--- src/rtl/rmh_pkg.sv ---
// Shared widths, the pending-entry layout and payload packing helpers for the
// read-miss handler.
package rmh_pkg;

  localparam int DATA_W_DEF = 512;
  localparam int ADDR_W_DEF = 64;
  localparam int ID_W_DEF   = 10;
  localparam int DEPTH_DEF  = 4;

  typedef struct packed {
    logic [ID_W_DEF-1:0]   id;
    logic [ADDR_W_DEF-1:0] addr;
    logic [DATA_W_DEF-1:0] data;
    logic                  rob_done;
    logic                  arb_done;
  } rmh_entry_t;

  function automatic logic [ID_W_DEF+DATA_W_DEF-1:0] pack_rob(input rmh_entry_t e);
    return {e.id, e.data};
  endfunction

  function automatic logic [ADDR_W_DEF+DATA_W_DEF-1:0] pack_arb(input rmh_entry_t e);
    return {e.addr, e.data};
  endfunction

endpackage

--- src/rtl/rmh_entry_buf.sv ---
// Circular buffer of joined miss entries. Tracks per-entry ROB/arbiter completion
// and retires the head once both sinks have taken it.
module rmh_entry_buf #(
  parameter int DATA_W = 512,
  parameter int ADDR_W = 64,
  parameter int ID_W   = 10,
  parameter int DEPTH  = 4
) (
  input  logic                   clk,
  input  logic                   rst,
  input  logic                   push,
  input  logic [ID_W-1:0]        push_id,
  input  logic [ADDR_W-1:0]      push_addr,
  input  logic [DATA_W-1:0]      push_data,
  input  logic                   push_arb_done,
  input  logic                   rob_fire,
  input  logic                   arb_fire,
  output logic                   head_valid,
  output logic [ID_W-1:0]        head_id,
  output logic [ADDR_W-1:0]      head_addr,
  output logic [DATA_W-1:0]      head_data,
  output logic                   head_rob_done,
  output logic                   head_arb_done,
  output logic [$clog2(DEPTH):0] count
);

  localparam int PW = $clog2(DEPTH);

  typedef struct packed {
    logic [ID_W-1:0]   id;
    logic [ADDR_W-1:0] addr;
    logic [DATA_W-1:0] data;
  } payload_t;

  payload_t       mem [DEPTH];
  logic [DEPTH-1:0] rob_done_q, arb_done_q;
  logic [PW-1:0]  wr_ptr, rd_ptr;
  logic [PW:0]    count_q;
  logic           retire;

  assign count         = count_q;
  assign head_valid    = (count_q != '0);
  assign head_rob_done = rob_done_q[rd_ptr];
  assign head_arb_done = arb_done_q[rd_ptr];
  assign retire        = head_valid && (head_rob_done || rob_fire) && (head_arb_done || arb_fire);

  // NOTE: outputs assigned a default first so no path through the block leaves a latch.
  always_comb begin
    head_id   = '0;
    head_addr = '0;
    head_data = '0;
    if (head_valid) begin
      head_id   = mem[rd_ptr].id;
      head_addr = mem[rd_ptr].addr;
      head_data = mem[rd_ptr].data;
    end
  end

  // NOTE: payload storage is not reset; count gates every read, so stale words are never seen.
  always_ff @(posedge clk) begin
    if (push) mem[wr_ptr] <= '{id: push_id, addr: push_addr, data: push_data};
  end

  // NOTE: state uses non-blocking assignments so every update sees pre-edge values.
  always_ff @(posedge clk) begin
    if (rst) begin
      wr_ptr     <= '0;
      rd_ptr     <= '0;
      count_q    <= '0;
      rob_done_q <= '0;
      arb_done_q <= '0;
    end else begin
      // wr_ptr and rd_ptr only coincide when empty (no fire) or full (no push).
      if (push) begin
        wr_ptr             <= wr_ptr + 1'b1;
        rob_done_q[wr_ptr] <= 1'b0;
        arb_done_q[wr_ptr] <= push_arb_done;
      end
      if (rob_fire) rob_done_q[rd_ptr] <= 1'b1;
      if (arb_fire) arb_done_q[rd_ptr] <= 1'b1;
      if (retire)   rd_ptr <= rd_ptr + 1'b1;
      if (push && !retire)      count_q <= count_q + 1'b1;
      else if (!push && retire) count_q <= count_q - 1'b1;
    end
  end

endmodule

--- src/rtl/read_miss_handler_fork.sv ---
// Joins DRAM read-return beats with the oldest miss request, buffers the result
// and forks each entry in order to the ROB and the cache fill arbiter.
module read_miss_handler_fork
  import rmh_pkg::*;
#(
  parameter int DATA_W = DATA_W_DEF,
  parameter int ADDR_W = ADDR_W_DEF,
  parameter int ID_W   = ID_W_DEF,
  parameter int DEPTH  = DEPTH_DEF
) (
  input  logic                     clk,
  input  logic                     rst,
  input  logic                     valid_i,
  output logic                     ready_o,
  input  logic [DATA_W-1:0]        data_i,
  output logic                     read_en_o,
  input  logic                     empty_i,
  input  logic [ID_W+ADDR_W-1:0]   ar_i,
  output logic                     write_en_o,
  input  logic                     full_i,
  output logic [ID_W+DATA_W-1:0]   wdata_ROB_o,
  output logic                     valid_o,
  input  logic                     ready_i,
  output logic [ADDR_W+DATA_W-1:0] wdata_Arbiter_o,
  input  logic                     fill_en_i,
  output logic                     err_o,
  output logic [$clog2(DEPTH):0]   pend_cnt_o
);

  localparam int CW = $clog2(DEPTH) + 1;
  localparam logic [CW-1:0] DEPTH_C = CW'(DEPTH);

  logic              head_valid, head_rob_done, head_arb_done;
  logic [ID_W-1:0]   head_id;
  logic [ADDR_W-1:0] head_addr;
  logic [DATA_W-1:0] head_data;

  // A beat is only taken together with a request at the FIFO head.
  assign ready_o   = !empty_i && (pend_cnt_o < DEPTH_C);
  assign read_en_o = valid_i && ready_o;

  assign write_en_o      = head_valid && !head_rob_done && !full_i;
  assign valid_o         = head_valid && !head_arb_done;
  assign wdata_ROB_o     = {head_id, head_data};
  assign wdata_Arbiter_o = {head_addr, head_data};

  rmh_entry_buf #(
    .DATA_W(DATA_W), .ADDR_W(ADDR_W), .ID_W(ID_W), .DEPTH(DEPTH)
  ) u_buf (
    .clk          (clk),
    .rst          (rst),
    .push         (read_en_o),
    .push_id      (ar_i[ID_W+ADDR_W-1:ADDR_W]),
    .push_addr    (ar_i[ADDR_W-1:0]),
    .push_data    (data_i),
    .push_arb_done(!fill_en_i),
    .rob_fire     (write_en_o),
    .arb_fire     (valid_o && ready_i),
    .head_valid   (head_valid),
    .head_id      (head_id),
    .head_addr    (head_addr),
    .head_data    (head_data),
    .head_rob_done(head_rob_done),
    .head_arb_done(head_arb_done),
    .count        (pend_cnt_o)
  );

  // Data with no outstanding request is a source bug; latch it until reset.
  always_ff @(posedge clk) begin
    if (rst)                       err_o <= 1'b0;
    else if (valid_i && empty_i)   err_o <= 1'b1;
  end

endmodule

--- config.mk ---
export PLATFORM = sky130hd
export DESIGN_NAME = read_miss_handler_fork
export DESIGN_NICKNAME = d
export VERILOG_FILES = /design/src/rtl/rmh_pkg.sv /design/src/rtl/rmh_entry_buf.sv /design/src/rtl/read_miss_handler_fork.sv
export SDC_FILE = /design/constraint.sdc
export NUM_CORES = 2
export LEC_CHECK = 0
export ABC_AREA = 1
export BUFFER_PORTS_ARGS = -buffer_cell sky130_fd_sc_hd__buf_2
export CORE_AREA = 2 2 658 660
export CTS_CLUSTER_DIAMETER = 100
export CTS_CLUSTER_SIZE = 16
export DETAILED_ROUTE_END_ITERATION = 8
export DIE_AREA = 0 0 660 662
export PLACE_DENSITY = 0.51
export SYNTH_ARGS = -nofsm -noshare
export SYNTH_HDL_FRONTEND = slang
export SYNTH_SLANG_ARGS = --single-unit
--- constraint.sdc ---
create_clock -name clk -period 36.8 [get_ports clk]
set_input_delay 3.68 -clock clk [delete_from_list [all_inputs] [get_ports clk]]
set_output_delay 3.68 -clock clk [all_outputs]
set_load 0.01 [all_outputs]
* Word-level counts from Yosys, hierarchy flattened
Memory sizes are Yosys's and may differ from the RTL's. A register that Yosys moved wholly into a read port is not among the register bits.
Cells that the tools add are included.
** Word-level totals
- Register bits :: 16
- Latch bits :: 0
- RAM bits :: 2344
- ROM bits :: 0
- Input port bits :: 593
- Output and inout bits :: 1106
- Logic and storage cells :: 68
- Memories :: 1
** Memory list
- u_buf.mem :: words 4, bits a word 586, rd ports 1, clocked after Yosys merged registers in 1, wr ports 1, RTL line rmh_entry_buf.sv:35 : payload_t mem [DEPTH];
** Operators by class
- $add $sub $neg :: 4
- $mul :: 0
- Divide/modulo/power cells :: 0
- $lt $le $gt $ge :: 5
- Equal/unequal tests :: 0
- Shift-type cells :: 0
- Muxes and demuxes :: 24
- Bitwise gates (word level) :: 4
- Reductions and logical operators :: 24
** Operators by type and width (number)
- $mux 512 :: 1
- $mux 64 :: 1
- $mux 4 :: 6
- $logic_and 1x1->1 :: 13
- $mux 10 :: 1
- $or 4x4->4 :: 2
- $logic_not 1->1 :: 7
- $lt 2x3->1 const B :: 2
- $mux 1 :: 6
- $mux 3 :: 2
- $add 2x1->2 const B :: 2
- $and 4x4->4 :: 1
- $bmux 1 s2 :: 2
- $bwmux 4 :: 1
- $demux 1 s2 :: 2
- $ge 2x1->1 const B :: 2
- $mux 2 :: 2
- $not 4->4 :: 1
- $add 3x1->3 const B :: 1
- $lt 3x3->1 const B :: 1
- $reduce_bool 3->1 :: 1
- $sub 3x1->3 const B :: 1
- $logic_or 1x1->1 :: 2
- $reduce_bool 2->1 :: 1

* Depth between registers and ports, before layout
- Depth after elaboration :: 11
- Depth in mapped cells :: 13
- Mapped depth without buffers :: 13

* By module
A second synthesis with hierarchy kept.
** Unflattened totals
- Cells, all modules :: 7555
- Area, all modules :: 95100.0 sq um
** By module, submodules not included
- rmh_entry_buf :: times used 1, cells each 7031, area each 91186.2 sq um, seq. area each 70727.8 sq um
- read_miss_handler_fork :: times used 1, cells each 524, area each 3913.8 sq um, seq. area each 20.0 sq um

* Worst setup path before layout
Ideal clock, no wire load.
- Path kind :: input to register
- From :: input port valid_i
- To :: register u_buf.arb_done_q[0]
- Library setup time :: 0.106 ns
- Arrival :: 16.391 ns
- Data required time :: 36.694 ns
- Slack :: 20.304 ns
- Stages :: 5
- Path buffers :: 0
- Path through :: nor3b_2 nand2_1 inv_1 o21ai_0 a21oi_1
** Between the ends
- Cells in the longest elaborated chain, start to end :: 5
** RTL lines
- start, declared :: RTL line read_miss_handler_fork.sv:13 : input logic valid_i,
- $logic_and 1x1->1 (*) :: RTL line read_miss_handler_fork.sv:40 : assign read_en_o = valid_i && ready_o;
- $mux 4 (*) :: RTL line rmh_entry_buf.sv:74 : if (push) begin
- $mux 4 (*) :: RTL line rmh_entry_buf.sv:66 : if (rst) begin
- $or 4x4->4 (no line)
- $mux 4 (*) :: RTL line rmh_entry_buf.sv:80 : if (arb_fire) arb_done_q[rd_ptr] <= 1'b1;
- end signal, assigned by index :: RTL line rmh_entry_buf.sv:77 : arb_done_q[wr_ptr] <= push_arb_done;
- end, declared :: RTL line rmh_entry_buf.sv:36 : logic [DEPTH-1:0] rob_done_q, arb_done_q;
Every way passes the cells marked *; elsewhere a longest branch is shown, timed or not. The select of a mux whose other input is x is not followed.
A chain may end at the register's enable or synchronous reset.

==> summary.md <==
| Metric | Value |
|---|---|
| H-Tree Depth | 4 |
| Clock insertion delay at the later pin of the skew report | between 0.8 and 0.9 ns |
| Crit path DAT | ~6.6 ns |
| Nets@finish | between 9,000 and 10,000 |
| Pwr dens | roughly 85 nW/um^2 |
| Pre-CTS setup slack | 27.37 ns |
| Routability cong. | roughly 0.92 |
| Post-synth top area share | roughly 74% |
| Slew Limit Fails | 0 |
| Port Buffers | between 1,500 and 2,000 |
| Die Width | 660 um |
| Total number of vias | about 63,000 |
| Synth area leader | edfxtp_1 |
| R2R cell count | 8 |
| Antenna viol nets, final | 0 |
| Via-to-Cell Ratio | about 4.3 |
| All-Layer GR Usage | 15.96% |
| Worst Skew | 0.02683 ns |
| Mean Syn Cell Area | ~13 um^2 |
| DR iter-0 viols | roughly 5,500 |
| WS Path Type | reg2out |
| CP Max Fanout | 75 |
| Leakage | ~39 nW |
| Worst reg2reg path startpoint | u_buf.count[2] |
| Relative slew slack | around 15% |
| Post-synth cell types | 19 |
| Met3 wire length | between 30 and 40 mm |
| Initial antenna violation count | 149 |
| Total die area | between 400,000 and 500,000 um^2 |
| Clock transition at path regs | ~0.070 ns |
| Area growth syn-to-layout | 16.40% |
| WHS Endpoint | u_buf.rob_done_q[1] |
| Worst setup EP type | primary output |
| Routed Wire Length | approximately 370 mm |
| Placed cells | ~14,000 |
| Seq/Total Area, Yosys | between 70% and 80% |
| Row count | approximately 240 |
| R2R Setup Slk | around 31 ns |
| Wire length of the first global-routing pass | roughly 500 mm |
| Final setup fails | 0 |
| CP required | roughly 33 ns |
| Final Util | 25.75% |
| Root buf cell | clkbuf_16 |
| Largest cells by area after synthesis | edfxtp_1 (74%), nor2_1 (9.3%), o21ai_0 (5.4%) |
| Met2 WL | about 170 mm |
| Drt drc | 0 |
| Grt ovf | 0 |
| Met1 WL | roughly 140 mm |
| Hold path startpoint | u_buf.rob_done_q[1] |
| Outcome | completed |
| Period utilization | between 20 and 30% |
| DIE HEIGHT | roughly 660 um |
| Core Box Area | 429,700 um^2 |
| Clk buf depth | 4 |
| Seq cells post-synth | 2,362 |
| Syn_nets | 8,142 |
| Startpoint types | register |
| Largest net degree at the start of global routing | 170 |
| Layout cells sized above 1 | 23.63% |
| Mapped cell area | 95,040 um^2 |
| Post-route setup slack | 26.48 ns |
| Syn Inst Count | about 7,500 |
| Max Used Layer | met5 |
| CTS tree | yes |
| Postcts setup bufs | 0 |
| Vias in the first global route | around 57,000 |
| Post-cts gate resize count | 0 |
| Initial Utilization | 22.12% |
| Commonest non-fill, non-tap cell in the layout | nor2_1 |
| VDD IR max | 57.89 uV |
| Filler cell count | between 40,000 and 50,000 |
| Avg WL per Cell | 25.78 um |
| Hold Path Cell Cnt | 2 |
| Commonest cells after routing, fill and taps aside | nor2_1 (2,353), edfxtp_1 (2,344), buf_2 (1,698) |
| Shortest period the worst path allows | approximately 10 ns |
| Post-route setup TNS | 0 ns |
| Cts bufs inserted | ~170 |
| Final Hold Viols | 0 |
| Worst-margin pin slew | between 1 and 1.5 ns |
| Max cap viols | 0 |
| RSZ-0062 raised after global routing | no |
| Drt pass-1 iters | 5 |
| IO Pins | 1,699 |
| Dpl hpwl | about 260 mm |
| Clock Sink Count | around 2,400 |
| CTS Hold Bufs | 0 |
| Final cell count without fillers | 14,380 |
| Power Total | ~9.4 mW |
| Type of the most critical hold path | reg2reg |
| Critical R2R Capture | u_buf.mem[1][381] |
| YS warnings | 0 |
| Max Freq | slightly below 100 MHz |
[per-stage QoR]
| stage | hold slack [ns] | instance area, um^2 |
|---|---|---|
| floorplan | 0.4436 | 95040 |
| global placement | 0.4580 | 105800 |
| detailed placement | 0.4577 | 105800 |
| CTS | 0.4690 | 110500 |
| global route | 0.5107 | 110500 |
| finish | 0.4656 | 110600 |
[registers in the layout (all words and copies together) (netlist names), named ones only]
name / cells
u_buf.mem: 2344
u_buf.rob_done_q: 4
u_buf.rd_ptr: 2
u_buf.arb_done_q: 4
u_buf.count: 3
u_buf.wr_ptr: 2
err_o: 1
[routing by layer]
metal	GRT usage, %	vias up
li1	-	28080
met3	5.991	732
met5	0.6206	-
met4	9.450	102
met2	25.35	2463
met1	18.28	31130
[worst max path at each step]
stage              from                   to  slack [ns]
2_1_floorplan   valid_i  u_buf.arb_done_q[0]       20.30
3_3_place_gp   register     wdata_ROB_o[352]       27.31
3_5_place_dp   register     wdata_ROB_o[340]       27.37
4_1_cts        register     wdata_ROB_o[340]       26.38
5_1_grt        register     wdata_ROB_o[306]       26.04
6_report       register     wdata_ROB_o[352]       26.48
[where the power goes]
part	total [mW]	internal, mW	leakage, nW	switching, mW
Clock	1.80	0.883	2.31	0.913
Sequential	3.14	3.10	21.4	0.0447
Combinational	4.50	1.11	15.5	3.39
Total	9.44	5.09	39.2	4.35
[worst max-delay path, stage by stage, from the launching register on]
cell,delay (ns)
dfxtp_4,0.71
buf_4,0.56
buf_4,0.76
buf_4,0.80
buf_4,0.62
buf_4,0.70
nor2_1,0.11
nor2_1,0.10
o21ai_0,0.09
a21oi_1,0.68
buf_2,0.38
[kinds of logic (layout without fill, tap and decap cells)]
kind of cell | Yosys count | after routing | share of synthesized area, %
AND/OR/NAND/NOR | 2397 | 2397 | 9.488
flip-flops | 2362 | 2362 | 74.44
AO/OA/AOI/OAI | 1784 | 1784 | 9.398
buffers and inverters | 986 | 2058 | 6.536
adder cells (fa/ha/maj) | 10 | 10 | 0.1395
other | 0 | 55 | 0
[cells in the mapped netlist, drive strengths merged]
| cell | number |
|---|---|
| edfxtp | 2344 |
| clkbuf | 165 |
| nor3b | 1 |
| a21oi | 602 |
| fa | 1 |
| inv | 19 |
| buf | 802 |
| nand3 | 9 |
| nor2 | 2353 |
| dfxtp | 18 |
| o21ai | 1182 |
| nand2 | 34 |
| ha | 9 |
[cell type report]
class	instances	area, um^2	share of cell area [%]
flip-flops and latches	2362	70760	63.96
well taps	5710	7144	6.458
repair buffers	1826	9622	8.698
clock buffers	197	4504	4.072
inverters	19	123.9	0.1120
clock inverters	16	234.0	0.2115
multi-input cells	4191	18100	16.37
diodes	55	137.6	0.1244
Note: power is estimated with default switching activity, not from simulation.
